File: src/rtl/fetch_sequencer.sv
// fetch_sequencer: instruction fetch/issue front end of the 60-bit processor.
// Owns the PC, fetches one word at a time from instruction memory, issues the
// opcode plus the full word to the decoder, then picks the next PC from the
// decoder's branch/jump flags one cycle after issue. One instruction in flight.
//
// Optional build macro FETCH_TIMEOUT_EN: bounds the WAIT state to TIMEOUT_CYC
// cycles; on expiry fetch_err pulses and the same PC is requested again.
// Without the macro fetch_err is tied low and WAIT waits indefinitely.
module fetch_sequencer #(
    parameter int                 ADDR_W      = 8,
    parameter int                 INSTR_W     = 60,
    parameter logic [ADDR_W-1:0]  RESET_PC    = '0,
    parameter int                 TIMEOUT_CYC = 16
) (
    input  logic               clk,
    input  logic               rst,
    output logic               imem_req,
    output logic [ADDR_W-1:0]  imem_addr,
    input  logic               imem_valid,
    input  logic [INSTR_W-1:0] imem_data,
    input  logic               stall,
    output logic [3:0]         opcode,
    output logic [INSTR_W-1:0] instr,
    output logic               instr_valid,
    input  logic               branch_en,
    input  logic               jump_en,
    input  logic               cond_true,
    input  logic [ADDR_W-1:0]  target,
    output logic [ADDR_W-1:0]  pc,
    output logic               fetch_err
);

    // The wait counter compares against TIMEOUT_CYC-1, so zero is meaningless.
    if (TIMEOUT_CYC < 1) begin : g_timeout_range
        $error("fetch_sequencer: TIMEOUT_CYC must be at least 1");
    end

    typedef enum logic [2:0] {
        S_IDLE,
        S_FETCH,
        S_WAIT,
        S_ISSUE,
        S_RESOLVE
    } state_t;

    state_t              state, state_nx;
    logic [ADDR_W-1:0]   pc_q, pc_nx;
    logic [INSTR_W-1:0]  instr_q;
    logic                tmo;

`ifdef FETCH_TIMEOUT_EN
    localparam int CNT_W = $clog2(TIMEOUT_CYC + 1);
    logic [CNT_W-1:0] wait_cnt;

    // Wait counter: zero outside WAIT (so it is clear on entry), counts idle WAIT cycles.
    always_ff @(posedge clk) begin
        if (rst || state != S_WAIT)
            wait_cnt <= '0;
        else if (!imem_valid)
            wait_cnt <= wait_cnt + CNT_W'(1);
    end

    // Timeout fires on the TIMEOUT_CYC-th WAIT cycle; a response on that cycle wins.
    assign tmo = (state == S_WAIT) && !imem_valid &&
                 (wait_cnt == CNT_W'(TIMEOUT_CYC - 1));
`else
    assign tmo = 1'b0;
`endif

    // Next-state, next-PC and strobe outputs; strobes are pure functions of state.
    always_comb begin
        state_nx    = state;
        pc_nx       = pc_q;
        imem_req    = 1'b0;
        instr_valid = 1'b0;
        fetch_err   = 1'b0;
        case (state)
            S_IDLE: state_nx = S_FETCH;
            S_FETCH: begin
                // A stalled request is simply not issued; the address stays put.
                if (!stall) begin
                    imem_req = 1'b1;
                    state_nx = S_WAIT;
                end
            end
            S_WAIT: begin
                if (imem_valid) begin
                    state_nx = S_ISSUE;
                end else if (tmo) begin
                    fetch_err = 1'b1;
                    state_nx  = S_FETCH;
                end
            end
            S_ISSUE: begin
                instr_valid = 1'b1;
                state_nx    = S_RESOLVE;
            end
            S_RESOLVE: begin
                // Flags are re-sampled every stalled cycle; PC moves only on exit.
                if (!stall) begin
                    state_nx = S_FETCH;
                    if (jump_en)
                        pc_nx = target;
                    else if (branch_en && cond_true)
                        pc_nx = target;
                    else
                        pc_nx = pc_q + ADDR_W'(1);
                end
            end
            default: state_nx = S_IDLE;
        endcase
    end

    // State, PC and issued-word registers; reset wins over everything.
    always_ff @(posedge clk) begin
        if (rst) begin
            state   <= S_IDLE;
            pc_q    <= RESET_PC;
            instr_q <= '0;
        end else begin
            state <= state_nx;
            pc_q  <= pc_nx;
            // Responses are only accepted in WAIT; stale ones elsewhere are dropped.
            if (state == S_WAIT && imem_valid)
                instr_q <= imem_data;
        end
    end

    assign pc        = pc_q;
    assign imem_addr = pc_q;
    assign instr     = instr_q;
    assign opcode    = instr_q[INSTR_W-1 -: 4];

endmodule
File: config.mk
export PLATFORM = sky130hd
export DESIGN_NAME = fetch_sequencer
export DESIGN_NICKNAME = d
export VERILOG_FILES = /design/src/rtl/fetch_sequencer.sv
export SDC_FILE = /design/constraint.sdc
export NUM_CORES = 1
export LEC_CHECK = 0
export CORE_MARGIN = 1.5
export CORE_UTILIZATION = 42
export CTS_CLUSTER_DIAMETER = 100
export DETAILED_ROUTE_END_ITERATION = 10
export GPL_ROUTABILITY_DRIVEN = 0
export PLACE_DENSITY_LB_ADDON = 0.3
export SYNTH_ARGS = -nofsm -noshare
export SYNTH_HDL_FRONTEND = slang
export SYNTH_SLANG_ARGS = --single-unit
File: constraint.sdc
create_clock -name clk -period 3.2 [get_ports clk]
set_clock_uncertainty 0.1 [all_clocks]
set_input_delay 0.48 -clock clk [delete_from_list [all_inputs] [get_ports clk]]
set_output_delay 0.48 -clock clk [all_outputs]
set_load 0.05 [all_outputs]
==> results of run 1 <==
[worst min-delay path by stage]
stage / end / cells after the start / slack, ns / startpoint
after floorplan: state[1] / 2 / 0.43 / state[2]
after global placement: instr[4] / 2 / 0.34 / instr[4]
after detailed placement: instr[0] / 2 / 0.35 / instr[0]
after CTS: instr[0] / 2 / 0.36 / instr[0]
after global routing: instr[16] / 2 / 0.37 / instr[16]
final: instr[52] / 2 / 0.35 / instr[52]
[metrics by stage]
| stage | hold slack [ns] | std cells | area [um2] | setup slack [ns] | utilization, % |
|---|---|---|---|---|---|
| after global routing | 0.374 | 576 | 4630 | 0.286 | 68.9 |
| after CTS | 0.355 | 576 | 4630 | 0.384 | 68.9 |
| after floorplan | 0.428 | 354 | 2900 | 0.497 | - |
| final | 0.354 | 576 | 4630 | 0.425 | 68.9 |
| after global placement | 0.341 | 560 | 4360 | 0.816 | 64.9 |
| after detailed placement | 0.346 | 560 | 4360 | 0.754 | 64.9 |
[final cells by class]
type,instances,share of cell area (%)
multi-input cells,243,26.5
clock buffers,11,3.05
well taps,80,2.16
inverters,4,0.324
flip-flops and latches,71,30.7
clock inverters,5,2.78
repair buffers,162,34.5
[worst max-delay path, delay by kind of cell (launching register included)]
kind / cells / cell delay (ns)
and+or+nand+nor: 1 / 0.28
DFF: 1 / 0.49
buffers and inverters: 2 / 1.10
[routing by layer]
layer | wire [um] | vias up | part of all wire [%]
li1 | - | 1429 | -
met4 | 100 | 0 | 1.3
met3 | 711 | 10 | 9.3
met2 | 3640 | 109 | 48
met1 | 3160 | 1302 | 42
met5 | 0 | - | 0
[registers in the layout, indices dropped and copies added, names as in the netlist]
signal / flops
imem_addr: 8
instr: 60
state: 3
[power groups by stage]
stage | Clock, mW | Sequential [mW] | Combinational (mW)
floorplan | 0 | 0.992 | 0.0933
global placement | 0 | 0.936 | 0.283
detailed placement | 0 | 0.938 | 0.286
CTS | 0.966 | 0.917 | 0.288
global route | 1.01 | 0.919 | 0.305
finish | 0.947 | 0.917 | 0.286
[cells in the mapped netlist (all sizes together)]
| cell type | number |
|---|---|
| a21o | 2 |
| a21oi | 69 |
| a311oi | 1 |
| a31oi | 2 |
| and2 | 1 |
| and3 | 1 |
| and4 | 1 |
| buf | 22 |
| clkbuf | 14 |
| clkinv | 1 |
| conb | 1 |
| dfxtp | 71 |
| ha | 1 |
| inv | 3 |
| mux2i | 1 |
| nand2 | 127 |
| nand2b | 1 |
| nand3 | 3 |
| nand3b | 2 |
| nand4 | 2 |
| nor2 | 5 |
| nor2b | 2 |
| nor3 | 3 |
| nor3b | 4 |
| nor4 | 1 |
| nor4b | 2 |
| o21ai | 4 |
| o31a | 2 |
| o32a | 1 |
| o32ai | 3 |
| or3 | 1 |
[logic make-up (layout without fill, tap and decap cells)]
kind of cell / after synthesis / in the layout / share of synthesized area (%)
muxes: 1 / 1 / 0.345
buffers and inverters: 40 / 182 / 8.67
adders and majority gates: 1 / 1 / 0.432
DFF: 71 / 71 / 49.0
AOI/OAI and AO/OA: 84 / 84 / 17.0
other: 1 / 1 / 0.129
and+or+nand+nor: 156 / 156 / 24.4
==> out/metrics.yaml, run 1 <==
dr.pass1.iters: 4
peakVddDrop_mv: 0.309
min_period_ns: 2.78
critPathKind: "flip-flop to output pin"
fp-row-count: 30
cts_setup_buffers: 0
met2_usage_pct: 33.6
hpwl_mm: 5.27
ff2ff_path_depth: 5
antennaDiodeCount: 0
crit_chain: "clkinv_1 > nor3b_1 > clkdlybuf4s50_1"
startpoint: "state[1]"
grt_pass1_wl_mm: 12.1
synthCells: 354
path_clk_slew_ns: 0.07
ys_warn_count: 0
synth_top_area_cell: "dfxtp_1"
power_frac_comb_pct: 13.3
start_util_pct: 43.1
p_sw_share_pct: 22.8
crit_end: "instr_valid"
crit_path_top_delay_cell: "clkdlybuf4s50_1"
cp_data_required_time_ns: 2.62
reg2reg_to: "instr[25]"
routed_wl_mm: 7.62
cts_buffer_depth: 2
postRouteAntennaNets: 0
final-hold-violation-count: 0
wl_per_cell_um: 13.2
yosys-top-cells-area: "dfxtp_1, nand2_1, a21oi_1"
track_usage_pct: 20.5
syn-num-nets: 430
io-pin-count: 158
max_stage_delay_ns: 0.88
grt_overflow: 0
synth.avg_cell_area_um2: 8.19
p_total_mw: 2.15
report.final.slew_viol_count: 0
pwr-share-seq_pct: 42.7
endpoint_kind: "output pin"
grt_pass1_vias: 2576
fin_crit_sh_pct: 86.7
num-fill-cells: 566
antenna_found_initial: 0
status: "finished clean"
worstMarginPinSlew_ns: 0.720
vias_per_cell: 4.95
cts_hold_buf: 0
powerDensity_nw_per_um2: 464
synth_sequential_area_ratio_pct: 49.0
die_w_um: 86.1
cts_buffers: 9
rsz0062_at_grt: "false"
root_buffer: "clkbuf_8"
drc: 0
drive_gt1_share_pct: 9.27
final_common_cell: "clkdlybuf4s50_1"
hold_class: "flip-flop to flip-flop"
cp_max_fo: 7
p_leak_nw: 1.56
critPathLaunchType: "flip-flop"
nets: 567
reg2reg_from: "state[1]"
insertion_delay_ns: 0.32
slew_headroom_pct: 52.0
die_h_um: 86.1
fp.dieArea_um2: 7410
cp.arrival_ns: 2.20
cts_tree: "yes"
cts_sinks: 71
grt_use_met3_pct: 8.47
pwr-share-clk_pct: 44.0
yosysUniqueCellTypes: 39
postCtsResizedCells: 0
drv_cap: 0
power.switching_uw: 491
initialDrtViolationCount: 104
setup_tns_ns: 0
h-tree-depth: 3
top_usage_layer: "met2"
numPortBuffers: 156
setup_viol: 0
synth_area_um2: 2900
synth_top_area_share_pct: 49.0
fmax_mhz: 360
ys_seq_elements: 71
regArea_um2: 1420
r2r_slack_ns: 1.34
gr-usage-met1_pct: 24.7
via_count: 2850
grt_max_degree: 45
area_delta_synth_final_pct: 59.8
final_cell_mix: "clkdlybuf4s50_1, nand2_1, dfxtp_1"
multi_input_area_um2: 1230
core_area_um2: 6720
internal_power_mw: 1.66
No activity file was read; power rests on OpenSTA's default activity.
==> inputs of run 2 (changes only) <==
--- a/config.mk
+++ b/config.mk
@@ -11,6 +11,7 @@
 export DETAILED_ROUTE_END_ITERATION = 10
 export GPL_ROUTABILITY_DRIVEN = 0
 export PLACE_DENSITY_LB_ADDON = 0.3
+export SLEW_MARGIN = 20
 export SYNTH_ARGS = -nofsm -noshare
 export SYNTH_HDL_FRONTEND = slang
 export SYNTH_SLANG_ARGS = --single-unit
==> results of run 2 <==
Final layout, timing and power as in run 1 (identical DEF).
==> inputs of run 3 (changes only) <==
--- a/config.mk
+++ b/config.mk
@@ -10,7 +10,9 @@
 export CTS_CLUSTER_DIAMETER = 100
 export DETAILED_ROUTE_END_ITERATION = 10
 export GPL_ROUTABILITY_DRIVEN = 0
+export GPL_TIMING_DRIVEN = 0
 export PLACE_DENSITY_LB_ADDON = 0.3
+export REMOVE_ABC_BUFFERS = 1
 export SLEW_MARGIN = 20
 export SYNTH_ARGS = -nofsm -noshare
 export SYNTH_HDL_FRONTEND = slang
==> run 3 against run 2 <==
  * Sequential power is essentially flat
  * Power is 11% lower
  * Maximum frequency fell by 1.3%
  * Clock power fell by 25%
  * Flip-flop and latch count stayed put
  * Worst setup slack worse by 0.037 ns
  * Cell count rose by 0.17%
  * Global-route usage fell by 0.11 points
  * Non-clock buffer count grew 1
  * Worst hold slack about the same
==> out/metrics.yaml, run 3 (synthesis results as in run 1) <==
crit_chain: "clkinv_1 > nor3b_1 > clkdlybuf4s50_1"
holdPathEnd: "instr[1]"
max_stage_delay_ns: 0.87
final_common_cell: "clkdlybuf4s50_1"
cts_setup_buffers: 0
reg2reg_from: "state[1]"
crit_path_top_delay_cell: "clkdlybuf4s50_1"
grt_overflow: 0
drc: 0
antenna_found_initial: 0
drive_gt1_share_pct: 9.46
cp.arrival_ns: 2.23
cts_buffer_depth: 2
final-hold-violation-count: 0
drv_cap: 0
via_count: 2837
cts_hold_buf: 0
critPathLaunchType: "flip-flop"
finalNonFillerCells: 577
cts_sinks: 71
fin_crit_sh_pct: 87.9
antennaDiodeCount: 0
r2r_slack_ns: 1.01
cp_num_buf_inv: 2
cts_buffers: 9
largest_reg_flops: 60
fp.dieArea_um2: 7410
slew_headroom_pct: 49.0
report.final.slew_viol_count: 0
cp_max_fo: 7
multi_input_area_um2: 1230
worstHoldStart: "instr[1]"
cts_tree: "yes"
reg2reg_to: "instr[46]"
hold_class: "flip-flop to flip-flop"
rsz0062_at_grt: "false"
initialDrtViolationCount: 127
min_period_ns: 2.81
postRouteAntennaNets: 0
insertion_delay_ns: 0.34
critPathKind: "flip-flop to output pin"
cp_data_required_time_ns: 2.62
critPathTopFamily: "buffers and inverters"
numPlacedInstances: 561
fmax_mhz: 356
area_delta_synth_final_pct: 59.2
routed_wl_mm: 7.68
setup_tns_ns: 0
ff2ff_path_depth: 6
postCtsResizedCells: 0
grt_pass1_wl_mm: 12.0
grt_max_degree: 38
powerDensity_nw_per_um2: 416
fp-row-count: 30
endpoint_kind: "output pin"
wl_per_cell_um: 13.3
path_clk_slew_ns: 0.07
vias_per_cell: 4.92
p_leak_nw: 1.54
die_h_um: 86.1
track_usage_pct: 20.4
place_area_um2: 4420
setup_viol: 0
final_area_um2: 4610
die_w_um: 86.1
regArea_um2: 1420
status: "finished clean"
hpwl_mm: 5.54
start_util_pct: 43.1
numPortBuffers: 156
dr.pass1.iters: 4
hold_depth: 2
root_buffer: "clkbuf_8"
nets: 568
io-pin-count: 158
worstMarginPinSlew_ns: 0.764
grt_pass1_vias: 2572
core_area_um2: 6720
final_cell_mix: "clkdlybuf4s50_1, nand2_1, dfxtp_1"
num-fill-cells: 540
h-tree-depth: 3
peakVddDrop_mv: 0.316
==> run 3: cell types whose count changed in the layout (fill, tap and decap cells not counted), sizes merged <==
cell / before / now
bufinv: 4 / 1
clkinv: 2 / 4
clkdlybuf4s50: 154 / 155
clkinvlp: 0 / 2
clkbuf: 11 / 10
==> run 3: cell type report <==
class	instances	share of cell area, %
Sequential cell	71	30.8
Clock buffer	10	2.98
Tap cell	80	2.17
Clock inverter	6	1.30
Inverter	4	0.325
Multi-Input combinational cell	243	26.6
Timing Repair Buffer	163	35.8
==> run 3: power breakdown <==
group | switching (mW) | internal, mW | total [mW]
Combinational | 0.150 | 0.141 | 0.291
Clock | 0.335 | 0.377 | 0.712
Sequential | 0.0144 | 0.902 | 0.916
Total | 0.499 | 1.42 | 1.92
==> run 3: how the worst max path moves through the flow <==
stage / slack (ns) / startpoint / end / depth (start not counted)
detailed placement: 0.42 / stall / imem_req / 3
global placement: -0.49 / rst / imem_addr[3] / 3
CTS: 0.40 / stall / imem_req / 3
floorplan: 0.50 / stall / imem_req / 1
global route: 0.24 / state[1] / instr_valid / 3
finish: 0.39 / state[1] / instr_valid / 3
==> run 3: metrics by stage <==
stage | total power [mW] | worst slack [ns] | utilization, % | hold WS [ns]
4_1_cts | 1.94 | 0.402 | 68.7 | 0.357
5_1_grt | 2.00 | 0.238 | 68.7 | 0.371
3_5_place_dp | 1.23 | 0.424 | 65.7 | 0.346
6_report | 1.92 | 0.388 | 68.7 | 0.354
3_3_place_gp | 1.22 | -0.491 | 64.4 | 0.341
2_1_floorplan | 1.06 | 0.497 | - | 0.442
==> run 3: worst register-to-register path: stages, from the launching register on <==
cell	delay [ns]
dfxtp_1	0.48
clkinv_1	0.22
nor3b_4	0.68
buf_6	0.26
buf_8	0.18
nand2_1	0.08
a21oi_1	0.12
==> run 3: layer usage <==
layer  vias up  part of all wire [%]  global-route usage (%)
met5         -                     0                       0
met1      1289                    41                    24.7
li1       1435                     -                       -
met3        18                   6.2                    5.77
met2        95                    50                    33.4
met4         0                   2.5                    9.97
